===== src/rtl/pterm_engine.sv =====
// Programmable product-term engine: registered literals, per-term hold qualification, handshaked config.
// Optional sticky event capture is compiled in with `define PTERM_STICKY_EN.
module pterm_engine #(
  parameter int unsigned N_IN   = 5,
  parameter int unsigned N_TERM = 6,
  parameter int unsigned HOLD_W = 4,
  localparam int unsigned IDX_W = (N_TERM > 1) ? $clog2(N_TERM) : 1
) (
  input  logic              clk,
  input  logic              rst,
  input  logic [N_IN-1:0]   in_vec,
  input  logic              cfg_we,
  input  logic [IDX_W-1:0]  cfg_idx,
  input  logic [N_IN-1:0]   cfg_care,
  input  logic [N_IN-1:0]   cfg_val,
  input  logic [HOLD_W-1:0] cfg_hold,
  output logic              cfg_ready,
  output logic [N_TERM-1:0] term_out,
  output logic              any_out,
  output logic [N_TERM-1:0] sticky,
  input  logic              sticky_clr
);

  typedef enum logic {CFG_BUSY = 1'b0, CFG_IDLE = 1'b1} cfg_state_e;

  localparam logic [HOLD_W-1:0] CNT_MAX = '1;

  cfg_state_e cfg_state_q, cfg_state_d;
  logic       wr_acc;

  logic [N_IN-1:0]                in_q;
  logic [N_TERM-1:0][N_IN-1:0]    care_q, care_d, val_q, val_d;
  logic [N_TERM-1:0][HOLD_W-1:0]  hold_q, hold_d, cnt_q, cnt_d;
  logic [N_TERM-1:0]              match, term_q, term_d;
  logic                           any_q, any_d;

  // Config handshake: one busy cycle after every accepted write.
  always_comb begin
    cfg_state_d = cfg_state_q;
    wr_acc      = 1'b0;
    case (cfg_state_q)
      CFG_IDLE: begin
        if (cfg_we) begin
          wr_acc      = 1'b1;
          cfg_state_d = CFG_BUSY;
        end
      end
      CFG_BUSY: cfg_state_d = CFG_IDLE;
      default:  cfg_state_d = CFG_IDLE;
    endcase
  end

  // Term match, hold counting and config update; a write to a term overrides its normal update.
  always_comb begin
    care_d = care_q;
    val_d  = val_q;
    hold_d = hold_q;
    match  = '0;
    cnt_d  = '0;
    term_d = '0;
    for (int i = 0; i < int'(N_TERM); i++) begin
      match[i] = (care_q[i] != '0) && (((in_q ^ val_q[i]) & care_q[i]) == '0);
      if (!match[i])
        cnt_d[i] = '0;
      else if (cnt_q[i] == CNT_MAX)
        cnt_d[i] = cnt_q[i];
      else
        cnt_d[i] = cnt_q[i] + HOLD_W'(1);
      term_d[i] = match[i] && (cnt_q[i] >= hold_q[i]);
      if (wr_acc && (int'(cfg_idx) == i)) begin
        care_d[i] = cfg_care;
        val_d[i]  = cfg_val;
        hold_d[i] = cfg_hold;
        cnt_d[i]  = '0;
        term_d[i] = 1'b0;
      end
    end
    any_d = |term_d;
  end

  always_ff @(posedge clk) begin
    if (rst) begin
      cfg_state_q <= CFG_IDLE;
      in_q        <= '0;
      care_q      <= '0;
      val_q       <= '0;
      hold_q      <= '0;
      cnt_q       <= '0;
      term_q      <= '0;
      any_q       <= 1'b0;
    end else begin
      cfg_state_q <= cfg_state_d;
      in_q        <= in_vec;
      care_q      <= care_d;
      val_q       <= val_d;
      hold_q      <= hold_d;
      cnt_q       <= cnt_d;
      term_q      <= term_d;
      any_q       <= any_d;
    end
  end

`ifdef PTERM_STICKY_EN
  logic [N_TERM-1:0] sticky_q, sticky_d;

  // Rising term edges set their bit; a set beats a coincident clear.
  always_comb begin
    sticky_d = (sticky_q & ~{N_TERM{sticky_clr}}) | (term_d & ~term_q);
  end

  always_ff @(posedge clk) begin
    if (rst) sticky_q <= '0;
    else     sticky_q <= sticky_d;
  end

  assign sticky = sticky_q;
`else
  logic unused_sticky_clr;
  assign unused_sticky_clr = sticky_clr;
  assign sticky            = '0;
`endif

  assign cfg_ready = (cfg_state_q == CFG_IDLE);
  assign term_out  = term_q;
  assign any_out   = any_q;

endmodule


===== config.mk =====
export PLATFORM = sky130hd
export DESIGN_NAME = pterm_engine
export DESIGN_NICKNAME = d
export VERILOG_FILES = /design/src/rtl/pterm_engine.sv
export SDC_FILE = /design/constraint.sdc
export NUM_CORES = 1
export LEC_CHECK = 0
export CELL_PAD_IN_SITES_DETAIL_PLACEMENT = 0
export CELL_PAD_IN_SITES_GLOBAL_PLACEMENT = 1
export CORE_ASPECT_RATIO = 1.75
export CORE_MARGIN = 2
export CORE_UTILIZATION = 40
export CTS_CLUSTER_SIZE = 20
export DETAILED_ROUTE_END_ITERATION = 10
export DONT_BUFFER_PORTS = 1
export GPL_ROUTABILITY_DRIVEN = 0
export GPL_TIMING_DRIVEN = 0
export MAX_ROUTING_LAYER = met4
export PLACE_DENSITY_LB_ADDON = 0.1
export SYNTH_ARGS = -nofsm -noshare
export SYNTH_HDL_FRONTEND = slang
export SYNTH_SLANG_ARGS = --single-unit

===== constraint.sdc =====
create_clock -name clk -period 3.4 [get_ports clk]
set_clock_uncertainty 0.15 [all_clocks]
set_input_delay 0.68 -clock clk [delete_from_list [all_inputs] [get_ports clk]]
set_output_delay 0.68 -clock clk [all_outputs]
set_load 0.02 [all_outputs]

==> results of run 1 <==
==> cell type report <==
type                       count  area share (%)
sequential                   121           38.70
buffer                        37           2.898
multi-input combinational    472           44.39
clock buffer                  23           7.476
clock inverter                 9           1.559
inverter                      25           1.499
tap                          174           3.478
==> worst paths after layout <==
check,start,cells past startpoint,to,slack (ns)
setup / recovery,cnt_q[4],8,any_out,1.0
hold / removal,cfg_we,1,cfg_ready,0.19
setup reg to reg,cnt_q[4],8,any_out,1.0
hold reg to reg,hold_q[13],2,hold_q[13],0.30
==> report_power, final <==
group / total, mW / internal, mW / leakage, nW / switching, mW
Clock: 1.73 / 1.11 / 0.280 / 0.618
Combinational: 0.181 / 0.0709 / 1.17 / 0.111
Sequential: 1.48 / 1.45 / 0.980 / 0.0289
Total: 3.39 / 2.63 / 2.43 / 0.758
==> critical path, stage by stage (launching register included) <==
cell	delay, ns
dfxtp_1	0.41
inv_1	0.07
ha_1	0.26
nand2b_1	0.13
a21o_1	0.17
a211o_1	0.29
or3b_1	0.25
o31ai_1	0.11
o41a_1	0.43
==> cell usage after synthesis (3+ instances only) <==
library cell  instances
nor4_1                3
a31oi_1               6
a211oi_1              6
buf_2                 7
a22oi_1               9
nor2b_1               7
xor2_1               29
inv_1                25
nor3_1               12
nand3_1              18
nor2_1               76
clkbuf_1             22
a21o_1               10
dfxtp_1             121
buf_4                 7
nand2b_1             11
xnor2_1               7
mux2i_1              29
nand2_1             124
a21oi_1              66
ha_1                 30
==> per-layer routing <==
layer  GRT usage (%)  part of all wire (%)  vias to the layer above
li1                -                     -                     2213
met1           22.01                    42                     1965
met2           34.83                    50                      103
met3           4.827                   4.8                       23
met4           9.311                   3.1                        0
met5               -                     0                        -
==> registers in the layout, summed over array words and instances (netlist names) <==
| register | cells |
|---|---|
| any_out | 1 |
| in_q | 5 |
| hold_q | 24 |
| term_out | 6 |
| care_q | 30 |
| val_q | 30 |
| cfg_ready | 1 |
| cnt_q | 24 |
==> per-stage QoR <==
step | setup slack (ns) | cells | power, mW | area, um^2
after detailed placement | 0.8222 | 829 | 1.693 | 5694
after CTS | 0.9323 | 861 | 3.415 | 6260
after global routing | 0.8240 | 861 | 3.505 | 6260
after global placement | 0.8074 | 829 | 1.690 | 5694
after floorplan | 1.236 | 655 | 1.644 | 5477
final | 0.9953 | 861 | 3.388 | 6260
==> cell families (layout without fill, tap and decap cells) <==
kind of cell               Yosys count  in the layout  synth area share [%]
other                                1              6               0.06871
xor gates and xnor gates            36             36                 5.777
DFF                                121            121                 44.38
buffers and inverters               62             94                 5.043
AOI/OAI and AO/OA                  107            107                 11.81
and+or+nand+nor                    264            264                 20.72
adders and majority gates           30             30                 6.878
muxes                               29             29                 5.319
==> flow_metrics.tcl, run 1 <==
set metrics [dict create \
    slew_headroom_pct 47.12 \
    whs_ns 0.1924 \
    drc 0 \
    leakage_nw 2.426 \
    start_util_pct 40.78 \
    cap_viol_max_count 0 \
    antenna_cells 0 \
    synth_area_leaders "dfxtp_1 44%, nand2_1 8.5%, ha_1 6.9%" \
    worstSetupStartpointType "flop" \
    crit_arrival_ns 2.54 \
    drv_slew 0 \
    syn_area_per_cell_um2 8.397 \
    worstSetupEndpointType "flop" \
    n_fill_cell 1355 \
    rsz0062_at_grt "no" \
    ys.flop_type "dfxtp_1" \
    cts_buffers 17 \
    nNetsFinal 730 \
    antenna_found_initial 0 \
    postRouteAntennaNets 0 \
    path_class "flop to flop" \
    period_minus_slack_ns 2.405 \
    period_share_pct 70.73 \
    port_buffers 0 \
    cts_setup_buffers 0 \
    wl_per_cell_um 16.06 \
    cts.sinks 121 \
    yosysWarnings 0 \
    required_ns 3.54 \
    layout-drive-gt1-share_pct 6.696 \
    hold_viol 0 \
    multi_input_area_um2 2779 \
    wl_mm 13.82 \
    max_freq_ghz 0.4159 \
    synth_cells 650 \
    grt_use_total_pct 20.24 \
    cts_tree "done" \
    finalSetupViolCount 0 \
    grt_pass1_vias 4144 \
    dr_total_vias 4304 \
    dr.pass1.iters 5 \
    yosys.area.top_type "dfxtp_1" \
    grt_pass1_wl_mm 21.51 \
    drt-initial-drc-count 156 \
    run_status "completed" \
    syn_area_um2 5458 \
    via_per_inst 4.999 \
    postCtsHoldBufs 0 \
    grt_overflow 0 \
    grt_max_degree 17 \
    hold_path_class "input port to flop" \
    utilization_pct 46.77 \
    die_w_um 92.30 \
    clk_latency_ns 0.41 \
    synth_top_area_share_pct 44.38 \
    coreArea_um2 13380 \
    register_area_um2 2422 \
    final_cell_mix "124 x nand2_1, 121 x dfxtp_1, 76 x nor2_1" \
    cts_resized 0 \
    powerDensity_nw_per_um2 541.2 \
    clkTransAtPathRegs_ns 0.06 \
    ctsRootBufferMaster "clkbuf_16" \
    ys_seq_area_share_pct 44.38 \
    clockBufferDepth 2 \
    ioPinCount 40 \
    setup_tns_ns 0 \
    area_delta_synth_final_pct 14.70 \
    ctsHtreeMaxLevel 4 \
    layout_commonest_cell "nand2_1" \
    rows 56 \
    dp_hpwl_mm 10.09 \
    die_h_um 158.5 \
    async_reset_ff_share_pct 0 \
    worstMarginPinSlew_ns 0.7860 \
    synth-edff-count 0 \
    irDropWorstVdd_uv 352.5 \
    synth_seq_cells 121 \
    dieArea_um2 14630 \
    synth_cell_types 41 \
    critPathMaxFanout 5 \
]
No activity file was read; power rests on OpenSTA's default activity.
==> run 2, diff against run 1 <==
==> constraint.sdc (replaced) <==
create_clock -name clk -period 2 [get_ports clk]
set_clock_uncertainty 0.15 [all_clocks]
set_input_delay 0.4 -clock clk [delete_from_list [all_inputs] [get_ports clk]]
set_output_delay 0.4 -clock clk [all_outputs]
set_load 0.02 [all_outputs]
==> flow_metrics.tcl, run 2 (synthesized netlist as in run 1, its figures left out) <==
set metrics [dict create \
    routed-wl-met2_mm 7.685 \
    utilization_pct 49.65 \
    dr.pass1.iters 5 \
    ctsRootBufferMaster "clkbuf_16" \
    grt_overflow 0 \
    dieArea_um2 14630 \
    via_per_inst 4.983 \
    worstPathCellList "inv_4 -> ha_4 -> nand2b_4 -> a21o_1 -> a211o_1 -> or3b_4 -> o31ai_4 -> o41a_1" \
    ioPinCount 40 \
    met1_length_mm 5.787 \
    reg2reg_from "cnt_q[4]" \
    leakage_nw 2.595 \
    finalSetupViolCount 1 \
    crit_path_top_delay_cell "dfxtp_4" \
    required_ns 2.13 \
    wl_per_cell_um 16.15 \
    port_buffers 0 \
    violations "negative setup slack" \
    top_regs "care_q: 30 flops, val_q: 30 flops" \
    reg2reg_depth 8 \
    dr_total_vias 4415 \
    hold_viol 0 \
    powerDensity_nw_per_um2 869.9 \
    layout-drive-gt1-share_pct 10.53 \
    nNetsFinal 759 \
    cts.sinks 121 \
    finalPower_mw 5.780 \
    grt_pass1_vias 4286 \
    worstSetupEndpointType "flop" \
    antenna_found_initial 0 \
    critPathMaxFanout 2 \
    cpPeakStageDelay_ns 0.35 \
    run_status "complete, but fails checks" \
    worstMarginPinSlew_ns 0.6052 \
    dp_hpwl_mm 9.994 \
    clk_latency_ns 0.40 \
    irDropWorstVdd_uv 604.9 \
    drc 0 \
    rows 56 \
    n_fill_cell 1322 \
    rsz0062_at_grt "yes" \
    grt_max_degree 17 \
    r2r_slack_ns -0.12 \
    worst_slack_ns -0.1176 \
    worstSetupStartpointType "flop" \
    postRouteAntennaNets 0 \
    timing.rr.end "any_out" \
    max_freq_ghz 0.4722 \
    grt_pass1_wl_mm 22.56 \
    crit_arrival_ns 2.25 \
    period_share_pct 105.9 \
    grt_use_total_pct 21.25 \
    die_h_um 158.5 \
    ctsHtreeMaxLevel 4 \
    dp_slack_ns -0.4196 \
    setup_tns_ns -0.1176 \
    cap_viol_max_count 0 \
    layout_commonest_cell "nand2_1" \
    wl_met3_um 509 \
    die_w_um 92.30 \
    antenna_cells 0 \
    period_minus_slack_ns 2.118 \
    clkTransAtPathRegs_ns 0.05 \
    whs_ns 0.01566 \
    hold_path_class "input port to flop" \
    wl_mm 14.31 \
    area_delta_synth_final_pct 21.76 \
    worstSetupEndpoint "any_out" \
    drt-initial-drc-count 188 \
    start_util_pct 40.78 \
    final_cell_mix "124 x nand2_1, 114 x dfxtp_1, 76 x nor2_1" \
    startpoint "cnt_q[4]" \
    slew_headroom_pct 59.66 \
    coreArea_um2 13380 \
    drv_slew 0 \
    cts_tree "done" \
    cts_buffers 17 \
    top_layer "met4" \
    path_class "flop to flop" \
    clockBufferDepth 2 \
]
run 2: through the flow:
step                instance area (um^2)  instances
global route                        6645        886
CTS                                 6533        880
floorplan                           5485        655
global placement                    5703        829
finish                              6645        886
detailed placement                  5703        829
run 2: worst max-delay path, delay by kind of cell (launching register included):
family	cells	cell delay (ns)
AO/OA/AOI/OAI	4	0.87
AND/OR/NAND/NOR	2	0.40
flip-flops	1	0.35
adder cells (fa/ha/maj)	1	0.19
buffers and inverters	1	0.03
run 2: power breakdown:
part	switching [mW]	internal [mW]	total [mW]
logic	0.243	0.172	0.415
clock network	1.01	1.84	2.85
registers	0.0481	2.47	2.51
run 2: final cells by class:
| type | count | area (um^2) | share of cell area [%] |
|---|---|---|---|
| clock inverter | 3 | 40.04 | 0.6025 |
| buffer | 37 | 197.7 | 2.975 |
| clock buffer | 25 | 505.5 | 7.607 |
| inverter | 25 | 96.34 | 1.450 |
| timing repair buffer | 29 | 272.8 | 4.105 |
| multi-input combinational | 472 | 2872 | 43.21 |
| sequential | 121 | 2444 | 36.77 |
| tap | 174 | 217.7 | 3.276 |
run 2: worst min path at each step:
| stage | to | from | slack (ns) | cells past startpoint |
|---|---|---|---|---|
| floorplan | hold_q[10] | hold_q[10] | 0.29 | 2 |
| global placement | hold_q[10] | hold_q[10] | 0.30 | 2 |
| detailed placement | hold_q[10] | hold_q[10] | 0.30 | 2 |
| CTS | care_q[24] | cfg_care[4] | 0.0001 | 2 |
| global route | val_q[22] | cfg_val[2] | 0.02 | 2 |
| finish | care_q[23] | cfg_care[3] | 0.02 | 2 |
run 2: repair_timing:
action,CTS,global route
hold buffers,20,2
setup buffers,3,4
pin swaps,6,7
setup endpoints to repair,55,51
gates resized for setup,14,22
hold endpoints to repair,84,2
run 2: layer usage:
| metal | vias to the layer above | track usage (%) |
|---|---|---|
| li1 | 2276 | - |
| met1 | 2032 | 22.00 |
| met2 | 84 | 38.79 |
| met3 | 23 | 4.591 |
| met4 | 0 | 8.600 |
| met5 | - | - |
